### src/rtl/nios_fprint_sysid_pkg.sv
// Shared types and constants for the fingerprint sys-id slave arbiter.
// Latency: n/a (types and constants only).
// Backpressure: n/a.
package nios_fprint_sysid_pkg;

    // Arbiter FSM: IDLE accepts at most one command, RESP returns its data.
    typedef enum logic {
        IDLE = 1'b0,
        RESP = 1'b1
    } state_t;

    // Word addresses decoded by the sys-id slave.
    localparam logic SID_ADDR_ID = 1'b0;
    localparam logic SID_ADDR_TS = 1'b1;

    // Largest requester count the picker and arbiter are sized for.
    localparam int MAX_REQ = 8;

endpackage

### src/rtl/nios_fprint_rr_pick.sv
// Combinational rotating-priority picker for shared-slave arbiters.
// Latency: 0 cycles (purely combinational).
// Backpressure: none; the caller decides when the winner is consumed.
//
// Ports:
//   req        request vector, bit i = requester i
//   last_grant index served most recently; search starts one above it
//   winner     first requesting index at or after last_grant+1, with wrap
//   any_req    high when at least one request bit is set
module nios_fprint_rr_pick #(
    parameter int NUM_REQ = 4,
    parameter int IDX_W   = 2
) (
    input  logic [NUM_REQ-1:0] req,
    input  logic [IDX_W-1:0]   last_grant,
    output logic [IDX_W-1:0]   winner,
    output logic               any_req
);

    logic [IDX_W:0]   sum;
    logic [IDX_W-1:0] idx;

    // Walk offsets from farthest to nearest so the nearest requester
    // after last_grant is the final assignment and wins.
    always_comb begin
        winner  = last_grant;
        any_req = |req;
        sum     = '0;
        idx     = '0;
        for (int k = NUM_REQ; k >= 1; k--) begin
            sum = {1'b0, last_grant} + (IDX_W+1)'(k);
            if (sum >= (IDX_W+1)'(NUM_REQ)) begin
                sum = sum - (IDX_W+1)'(NUM_REQ);
            end
            idx = sum[IDX_W-1:0];
            if (req[idx]) begin
                winner = idx;
            end
        end
    end

endmodule

### src/rtl/nios_fprint_sysid_arbiter.sv
// Round-robin arbiter sharing one combinational sys-id slave among NUM_REQ cores.
// Latency: command accepted in cycle N, readdatavalid pulse in cycle N+1.
// Backpressure: waitrequest high except for the winner in IDLE; one read per 2 cycles.
//
// Ports:
//   clock, reset_n     system clock, asynchronous active-low reset
//   req_read/address   per-requester Avalon-MM read command (address 0=ID, 1=timestamp)
//   req_waitrequest    low only for the requester accepted this cycle
//   req_readdata       32-bit slice per requester, holds its last returned word
//   req_readdatavalid  one-cycle pulse on the requester being answered
//   sid_address        address presented to the sys-id slave
//   sid_readdata       combinational return from the sys-id slave
//   id_mismatch        sticky; an ID-word read returned something other than EXPECTED_ID
module nios_fprint_sysid_arbiter
    import nios_fprint_sysid_pkg::*;
#(
    parameter int          NUM_REQ     = 4,
    parameter logic [31:0] EXPECTED_ID = 32'h0000_0000
) (
    input  logic                   clock,
    input  logic                   reset_n,
    input  logic [NUM_REQ-1:0]     req_read,
    input  logic [NUM_REQ-1:0]     req_address,
    output logic [NUM_REQ-1:0]     req_waitrequest,
    output logic [32*NUM_REQ-1:0]  req_readdata,
    output logic [NUM_REQ-1:0]     req_readdatavalid,
    output logic                   sid_address,
    input  logic [31:0]            sid_readdata,
    output logic                   id_mismatch
);

    localparam int IDX_W = $clog2(NUM_REQ);

    if (NUM_REQ < 2 || NUM_REQ > MAX_REQ) begin : g_bad_num_req
        $error("nios_fprint_sysid_arbiter: NUM_REQ must be 2..MAX_REQ");
    end

    state_t           state_q, state_d;
    logic [IDX_W-1:0] last_grant_q;
    logic [IDX_W-1:0] grant_q;
    logic [IDX_W-1:0] winner;
    logic             any_req;
    logic             accept;
    logic [31:0]      data_q;
    logic [31:0]      hold_q [NUM_REQ];

    nios_fprint_rr_pick #(
        .NUM_REQ (NUM_REQ),
        .IDX_W   (IDX_W)
    ) u_pick (
        .req        (req_read),
        .last_grant (last_grant_q),
        .winner     (winner),
        .any_req    (any_req)
    );

    // Next state and command-side outputs. The slave is combinational, so
    // the winner's address goes straight out and the data is captured on
    // the same edge that accepts the command.
    always_comb begin
        state_d         = state_q;
        req_waitrequest = '1;
        sid_address     = SID_ADDR_ID;
        accept          = 1'b0;
        case (state_q)
            IDLE: begin
                if (any_req) begin
                    sid_address             = req_address[winner];
                    req_waitrequest[winner] = 1'b0;
                    accept                  = 1'b1;
                    state_d                 = RESP;
                end
            end
            RESP: begin
                state_d = IDLE;
            end
            default: begin
                state_d = IDLE;
            end
        endcase
    end

    // Valid is decoded from registered state only, so req_read never
    // reaches req_readdatavalid combinationally.
    always_comb begin
        req_readdatavalid = '0;
        if (state_q == RESP) begin
            req_readdatavalid[grant_q] = 1'b1;
        end
    end

    // The answered slice shows data_q during RESP; it is copied into the
    // per-requester hold register at the end of RESP so it persists. A
    // reset during RESP therefore never commits the aborted word.
    for (genvar i = 0; i < NUM_REQ; i++) begin : g_rdata
        assign req_readdata[32*i +: 32] =
            (state_q == RESP && grant_q == IDX_W'(i)) ? data_q : hold_q[i];
    end

    always_ff @(posedge clock or negedge reset_n) begin
        if (!reset_n) begin
            state_q      <= IDLE;
            last_grant_q <= IDX_W'(NUM_REQ - 1);
            grant_q      <= '0;
            data_q       <= '0;
            id_mismatch  <= 1'b0;
            for (int i = 0; i < NUM_REQ; i++) begin
                hold_q[i] <= '0;
            end
        end else begin
            state_q <= state_d;
            if (accept) begin
                data_q       <= sid_readdata;
                grant_q      <= winner;
                last_grant_q <= winner;
                if (sid_address == SID_ADDR_ID && sid_readdata != EXPECTED_ID) begin
                    id_mismatch <= 1'b1;
                end
            end
            if (state_q == RESP) begin
                hold_q[grant_q] <= data_q;
            end
        end
    end

endmodule

### config.mk
export PLATFORM = sky130hd
export DESIGN_NAME = nios_fprint_sysid_arbiter
export DESIGN_NICKNAME = d
export VERILOG_FILES = /design/src/rtl/nios_fprint_sysid_pkg.sv /design/src/rtl/nios_fprint_rr_pick.sv /design/src/rtl/nios_fprint_sysid_arbiter.sv
export SDC_FILE = /design/constraint.sdc
export NUM_CORES = 1
export LEC_CHECK = 0
export CAP_MARGIN = 30
export CORE_MARGIN = 8
export CORE_UTILIZATION = 40
export DETAILED_ROUTE_END_ITERATION = 6
export GPL_TIMING_DRIVEN = 1
export HOLD_SLACK_MARGIN = 0.05
export PLACE_DENSITY = 0.68
export SKIP_LAST_GASP = 1
export SLEW_MARGIN = 20
export SYNTH_ARGS = -nofsm -noshare
export SYNTH_HDL_FRONTEND = slang
export SYNTH_SLANG_ARGS = --single-unit
### constraint.sdc
create_clock -name clock -period 4.8 [get_ports clock]
set_input_delay 0.72 -clock clock [delete_from_list [all_inputs] [get_ports clock]]
set_output_delay 0.72 -clock clock [all_outputs]
set_load 0.01 [all_outputs]
## After elaboration in Yosys (flattened, before gate mapping)

Cells that the tools add are included.

- $add $sub $neg: 8
- $lt $le $gt $ge: 14
- Equal/unequal tests: 3
- Muxes and demuxes: 37
- Bitwise logic cells: 4
- Reductions and logical operators: 12

Operator list:

| kind | count |
|---|---|
| $mux W32 | 5 |
| $bwmux W128 | 1 |
| $demux W32 S2 | 1 |
| $reduce_bool A32 Y1 | 1 |
| $lt A2 B3 Y1 const B | 6 |
| $mux W2 | 8 |
| $ge A3 B3 Y1 const B | 5 |
| $mux W4 | 3 |
| $mux W1 | 11 |
| $bmux W1 S2 | 5 |
| $logic_and A1 B1 Y1 | 8 |
| $sub A2 B1 Y2 const B | 4 |
| $add A2 B2 Y3 const B | 2 |
| $demux W1 S2 | 2 |
| $eq A2 B2 Y1 const B | 2 |
| $ge A2 B1 Y1 const B | 2 |
| $not A4 Y4 | 1 |
| $reduce_or A4 Y1 | 1 |
| $add A2 B1 Y3 const B | 1 |
| $add A2 B3 Y3 const B | 1 |
| $lt A3 B1 Y1 const B | 1 |
| $not A2 Y3 | 1 |
| $eq A2 B1 Y1 const B | 1 |
| $logic_not A2 Y1 | 1 |
| 3 further kinds | 4 |

- Register bits: 166
- Bits of input ports: 42
- Output and inout port bits: 138
- Logic and storage cells: 87

## Logic depth before layout (Yosys ltp)

Gate-level depths: netlist of run 1.

- Depth after elaboration: 16
- Gate-level depth with buffers: 6

## Hierarchy

A second synthesis of run 1 with hierarchy kept.

- Cell total of the unflattened synthesis: 596
- Area total of the unflattened synthesis: 6401.1 um2

Modules (own cells, without submodules):

| module | times used | cells an instance | area an instance (um2) | seq. area each (um2) |
|---|---|---|---|---|
| nios_fprint_sysid_arbiter | 1 | 582 | 6328.6 | 4156.5 |
| nios_fprint_rr_pick | 1 | 14 | 72.6 | 0.0 |

## Worst setup path before layout of run 1

Ideal clock, no wire load.

- Path type: in2out
- Start: input req_read[1]
- End: output sid_address
- Arrival time: 1564 ps
- Slack: 2516 ps
- Stages on the path: 5
- Path buffers: 0
- Path through: a21o_1 a31o_2 a41oi_1 a22oi_1 and2_1

- Word-level cells in the longest chain between the ends: 10
- Elaborated cells on any way between the ends: 17
- Those cells by class: 16 x mux; 1 x reduce/logical

RTL lines:

| element | RTL line | RTL |
|---|---|---|
| from (decl) | nios_fprint_sysid_arbiter.sv:22 | `input logic [NUM_REQ-1:0] req_read,` |
| $bmux W1 S2 | nios_fprint_rr_pick.sv:36 | `if (req[idx]) begin` |
| $mux W1 (implied by the code) | nios_fprint_rr_pick.sv:36 |  |
| $mux W2 (4 in series) | nios_fprint_rr_pick.sv:36 |  |
| $bmux W1 S2 | nios_fprint_sysid_arbiter.sv:68 | `sid_address = req_address[winner];` |
| $mux W1 (implied by the code) | nios_fprint_sysid_arbiter.sv:68 |  |
| $mux W1 * | nios_fprint_sysid_arbiter.sv:67 | `if (any_req) begin` |
| $mux W1 * | nios_fprint_sysid_arbiter.sv:65 | `case (state_q)` |
| to (decl) | nios_fprint_sysid_arbiter.sv:27 | `output logic sid_address,` |

Mark *: on every way between the ends. The rest lies on a longest branch, timed or not. The select of a mux whose other input is x is not followed.

## Worst setup path after layout of run 1

- Start: register state_q
- End: output req_readdata[1]

- Word-level cells in the longest chain between the ends: 2

RTL lines:

| element | RTL line | RTL |
|---|---|---|
| from (decl) | nios_fprint_sysid_arbiter.sv:38 | `state_t state_q, state_d;` |
| from (signal assigned) | nios_fprint_sysid_arbiter.sv:111 | `state_q <= state_d;` |
| $logic_and A1 B1 Y1 | nios_fprint_sysid_arbiter.sv:97 | `(state_q == RESP && grant_q == IDX_W'(i)) ? data_q : hold_q[i];` |
| $mux W32 | nios_fprint_sysid_arbiter.sv:97 |  |
| to (decl) | nios_fprint_sysid_arbiter.sv:25 | `output logic [32*NUM_REQ-1:0] req_readdata,` |

Every way passes these cells.

==> results of run 1 <==
## power by group
part           internal (mW)  switching (mW)
clock                  0.817           0.563
sequential              2.02           0.256
combinational           1.78            1.51
## cell usage after synthesis (2+ instances only)
cell type / n
a21o_1: 2
a41oi_1: 2
buf_2: 11
buf_4: 3
buf_6: 3
clkbuf_1: 6
dfrtp_1: 164
dfstp_2: 2
inv_1: 3
mux2_1: 2
mux2_2: 64
mux2_4: 30
nand2_1: 196
nand2b_1: 3
nand3_1: 5
nand3b_1: 2
nand4_1: 2
nor2_1: 4
nor4_1: 8
o21a_1: 2
o31ai_1: 2
## worst max-delay path: stages (launching register included)
cell and delay (ns):
dfrtp_1 0.50, nor3b_4 0.82, buf_12 0.27, mux2_2 0.37, clkdlybuf4s50_1 0.54
## routing by layer
layer	up-vias	global-route usage, %	wire, µm
met1	2323	22.5	7650
met3	15	4.95	1170
met4	0	5.09	185
met5	-	0	0
met2	128	30.1	8990
li1	2132	-	-
## cell type report
class	count	area [µm²]	area share, %
multi-input combinational	339	2270	24.6
timing repair buffer	189	1900	20.6
inverter	3	11.3	0.122
clock buffer	20	467	5.06
sequential	166	4160	45.1
clock inverter	12	143	1.55
tap	220	275	2.98
## worst paths after layout
path	startpoint	to	slack, ns	depth (start not counted)
worst min register to register	hold_q[78]	hold_q[78]	0.47	2
worst max-delay path	state_q	req_readdata[1]	1.16	4
worst min-delay path	reset_n	hold_q[78]	0.39	1
max in group asynchronous	reset_n	hold_q[106]	3.33	2
min in group clock	hold_q[78]	hold_q[78]	0.47	2
worst max register to register	state_q	hold_q[121]	2.70	3
## state kept, by name (all words and copies together), names as in the netlist
signal	count
hold_q	128
data_q	32
grant_q	2
last_grant_q	2
id_mismatch	1
state_q	1
## per-stage QoR
step / util (%) / hold slack (ns) / area [µm²] / setup WS, ns
2_1_floorplan: - / 0.424 / 6570 / 2.52
3_3_place_gp: 52.7 / 0.458 / 8590 / 1.34
3_5_place_dp: 52.9 / 0.457 / 8620 / 1.29
4_1_cts: 56.6 / 0.406 / 9230 / 1.13
5_1_grt: 56.6 / 0.441 / 9230 / 0.964
6_report: 56.6 / 0.387 / 9230 / 1.16
## logic make-up after synthesis
| kind of cell | count (synthesis) | synth area share [%] |
|---|---|---|
| buf+inv | 26 | 2.21 |
| compound gates | 14 | 1.56 |
| mux | 96 | 18.2 |
| simple gates | 229 | 14.8 |
| flops | 166 | 63.3 |
==> reports/qor.csv, run 1 <==
stage;metric;value;unit
route;ant_nets;0;
synth;synth.net_count;573;
hold_path;holdCritPathClass;in2async;
clocking;clk_path_buf_depth;2;
cells_and_area;nets;758;
timing;drv_slew;0;
synth;synth_top_area_share;62.5;%
route;via_per_inst;4.85;
global_route;grt_overflow_total;0;
synth;syn_avg_cell_area;12.4;µm²
route;vias;4598;
critical_path;start_kind;flop;
synth;synth_area_leaders;dfrtp_1 62%, nand2_1 11%, mux2_2 11%, mux2_4 6.9%, buf_2 0.84%;
timing;fin_setup_tns;0;ns
clocking;numClockSinks;166;
route;drt_pass1_iterations;4;
clocking;cts.clk_slew.worst_paths;0.07;ns
clocking;cts-root-buf;clkbuf_16;
pwr;power_density;753;mW/mm²
placement;post-dp-hpwl;12700;µm
cells_and_area;antenna_cells;0;
clocking;insertion_delay;0.42;ns
global_route;grt_pass1_vias;5045;
clocking;numCtsBuffers;17;
pwr;vdd_ir_drop_max;0.393;mV
timing;skew;0.0102;ns
synth;synth_cell_types;36;
synth;syn_inst;531;
floorplan;die_h;144;µm
placement;port_buffers;179;
route;drc;0;
cells_and_area;stdcell_count;949;
synth;async_flop_share;100;%
placement;globalplace.congestion;0.791;
global_route;grt_usage;18.1;%
clocking;cts.hold.buffers_added;0;
pwr;power_leakage;4.22;nW
timing;hold_violations;0;
global_route;grt_first_pass_wirelength;28600;µm
floorplan;start_util;40.3;%
clocking;cts_tree;done;
global_route;grt_max_degree;93;
timing;maxSlewHeadroom;38.5;%
floorplan;core;0.0163;mm²
synth;yosysTopAreaCell;dfrtp_1;
cells_and_area;syn_to_final_growth;40.4;%
synth;yosysWarnings;0;
floorplan;die_w;144;µm
global_route;antenna_found_initial;0;
synth;synth_edf_count;0;
timing;fin_crit_sh;75.8;%
synth;synth_flop_cell;dfrtp_1;
route;drt-initial-drc-count;186;
timing;rsz0062_at_grt;no;
timing;period_minus_slack;3.64;ns
timing;clock.fmax;0.275;GHz
cells_and_area;drive_gt1_share;20.0;%
cells_and_area;fillers;1369;
critical_path;crit_type;reg2out;
timing;tightest_slew;0.922;ns
floorplan;io_pins;180;
placement;dp_cells;917;
clocking;cts_setup_buffers;0;
clocking;htreeDepth;4;
synth;seq_area_frac_synth;63.3;%
synth;synth_area;0.00657;mm²
pwr;power;6.95;mW
cells_and_area;layout_common_cells;196 x nand2_1, 178 x clkdlybuf4s50_1, 164 x dfrtp_1, 64 x mux2_2, 30 x mux2_4;
critical_path;required;4.08;ns
critical_path;cp.arrival;2.92;ns
route;routed_wl;18000;µm
floorplan;dieArea;0.0208;mm²
critical_path;cp-end-kind;output pin;
synth;ys_seq_elements;166;
clocking;cts_resized;0;
timing;setup_viol;0;
route;wl_per_cell;19.0;µm
outcome;status;completed;
critical_path;cp_max_fo;19;
floorplan;rows;47;
flow_run;drv_cap;0;
cells_and_area;final_common_cell;nand2_1;
(Power assumes the default switching activity.)
==> run 2, diff against run 1 <==
- clock period: 4.8 -> 3.6 ns (I/O delays scaled with it)
==> run 2 against run 1 <==
  * Clock skew down 0.0023 ns
  * Register-to-register slack worse by 1.0 ns
  * Global-route usage down 0.15 points
  * Utilization up 0.19 points
  * Sequential power up 34%
  * Cell count unchanged
  * Critical path type unchanged
  * Largest power group unchanged
==> reports/qor.csv, run 2 (synthesis gave the netlist of run 1 again) <==
stage;metric;value;unit
cells_and_area;antenna_cells;0;
hold_path;holdCritPathClass;in2async;
critical_path;r2r_cells;3;
timing;fin_crit_sh;89.7;%
cells_and_area;final_common_cell;nand2_1;
outcome;status;completed;
critical_path;r2r_slack;1.70;ns
placement;dp_cells;917;
global_route;grt_first_pass_wirelength;28200;µm
route;drc;0;
cells_and_area;final_core_util;56.8;%
critical_path;cp_max_fo;18;
pwr;vdd_ir_drop_max;0.510;mV
cells_and_area;top_register;hold_q;
clocking;cts_tree;done;
timing;hold_violations;0;
critical_path;path_delay_family;buffers and inverters;
placement;globalplace.congestion;0.803;
clocking;clk_path_buf_depth;2;
timing;period_minus_slack;3.23;ns
timing;drv_slew;0;
clocking;cts_resized;0;
route;via_per_inst;4.82;
clocking;cts.clk_slew.worst_paths;0.06;ns
route;drt_pass1_iterations;4;
route;drt-initial-drc-count;219;
critical_path;crit_buf_inv;2;
timing;fin_setup_tns;0;ns
cells_and_area;largest_reg_flops;128;
critical_path;cpMaxStageDelayCell;clkdlybuf4s50_1;
critical_path;crit_type;reg2out;
floorplan;die_w;144;µm
placement;port_buffers;179;
clocking;cts_setup_buffers;0;
floorplan;core;0.0163;mm²
clocking;cts-root-buf;clkbuf_16;
floorplan;dieArea;0.0208;mm²
cells_and_area;stdcell_count;949;
critical_path;regToRegStartpoint;state_q;
critical_path;cp.arrival;2.69;ns
global_route;grt_overflow_total;0;
timing;tightest_slew;0.692;ns
global_route;grt_max_degree;70;
critical_path;start_kind;flop;
clocking;cts.hold.buffers_added;0;
route;vias;4576;
timing;skew;0.00786;ns
global_route;antenna_found_initial;0;
cells_and_area;fin_area;0.00926;mm²
cells_and_area;nets;758;
cells_and_area;syn_to_final_growth;40.9;%
pwr;power;9.38;mW
cells_and_area;fillers;1337;
route;routed_wl;18100;µm
critical_path;path_cells;nand3_2 -> buf_4 -> mux2_2 -> clkdlybuf4s50_1;
global_route;grt_usage;17.9;%
clocking;insertion_delay;0.42;ns
route;wl_per_cell;19.1;µm
pwr;power_density;1010;mW/mm²
floorplan;io_pins;180;
critical_path;crit_path_start;state_q;
global_route;grt_pass1_vias;5029;
floorplan;die_h;144;µm
timing;clock.fmax;0.310;GHz
cells_and_area;layout_common_cells;196 x nand2_1, 178 x clkdlybuf4s50_1, 164 x dfrtp_1, 64 x mux2_2, 30 x mux2_4;
route;ant_nets;0;
critical_path;slowest_delay;0.54;ns
timing;rsz0062_at_grt;no;
timing;maxSlewHeadroom;53.9;%
pwr;power_leakage;4.24;nW
critical_path;cp-end-kind;output pin;
critical_path;timing.rr.end;hold_q[6];
cells_and_area;top_regs;hold_q (128), data_q (32);
clocking;numClockSinks;166;
floorplan;start_util;40.3;%
timing;setup_viol;0;
placement;post-dp-hpwl;12600;µm
critical_path;required;3.06;ns
placement;place_area;0.00862;mm²
clocking;numCtsBuffers;17;
cells_and_area;drive_gt1_share;20.0;%
floorplan;rows;47;
clocking;htreeDepth;4;
flow_run;drv_cap;0;
run 2: cell types whose count changed in the layout (fill, tap and decap cells not counted), moves of 2 or more:
cell / change
clkinv_4: -2
clkinv_2: +2
buf_12: +2
clkbuf_8: -2
bufinv_16: +2
run 2: area by class of cell:
| type | count | area (µm²) | share of cell area [%] |
|---|---|---|---|
| Sequential cell | 166 | 4160 | 44.9 |
| Multi-Input combinational cell | 339 | 2270 | 24.5 |
| Timing Repair Buffer | 189 | 1910 | 20.6 |
| Clock buffer | 18 | 439 | 4.74 |
| Tap cell | 220 | 275 | 2.97 |
| Clock inverter | 14 | 196 | 2.12 |
| Inverter | 3 | 11.3 | 0.122 |
run 2: worst max path at each step:
stage | endpoint | depth (start not counted)
2_1_floorplan | sid_address | 5
3_3_place_gp | sid_address | 7
3_5_place_dp | sid_address | 7
4_1_cts | req_readdata[113] | 4
5_1_grt | req_readdata[113] | 4
6_report | req_readdata[113] | 4
run 2: through the flow:
step	setup WS [ns]	hold slack [ns]
after global placement	0.520	0.457
after CTS	0.289	0.115
after detailed placement	0.393	0.458
after global routing	0.232	0.137
final	0.369	0.0909
after floorplan	1.68	0.244
run 2: metal layers:
layer	track usage [%]	share of wire (%)	vias up
met2	29.1	49	138
met1	22.9	43	2281
li1	-	-	2139
met5	0	0	-
met4	5.09	1.2	0
met3	5.12	7.0	18
run 2: report_power, final:
group | internal (mW) | switching (mW) | total (mW) | leakage [nW]
Sequential | 2.70 | 0.351 | 3.05 | 1.99
Clock | 1.19 | 0.768 | 1.96 | 0.304
Combinational | 2.37 | 2.00 | 4.37 | 1.94
Total | 6.26 | 3.12 | 9.38 | 4.24
==> run 3, diff against run 2 <==
- CTS_CLUSTER_DIAMETER: not set -> 50
==> results of run 3 <==
Final layout, timing and power as in run 2 (identical DEF).
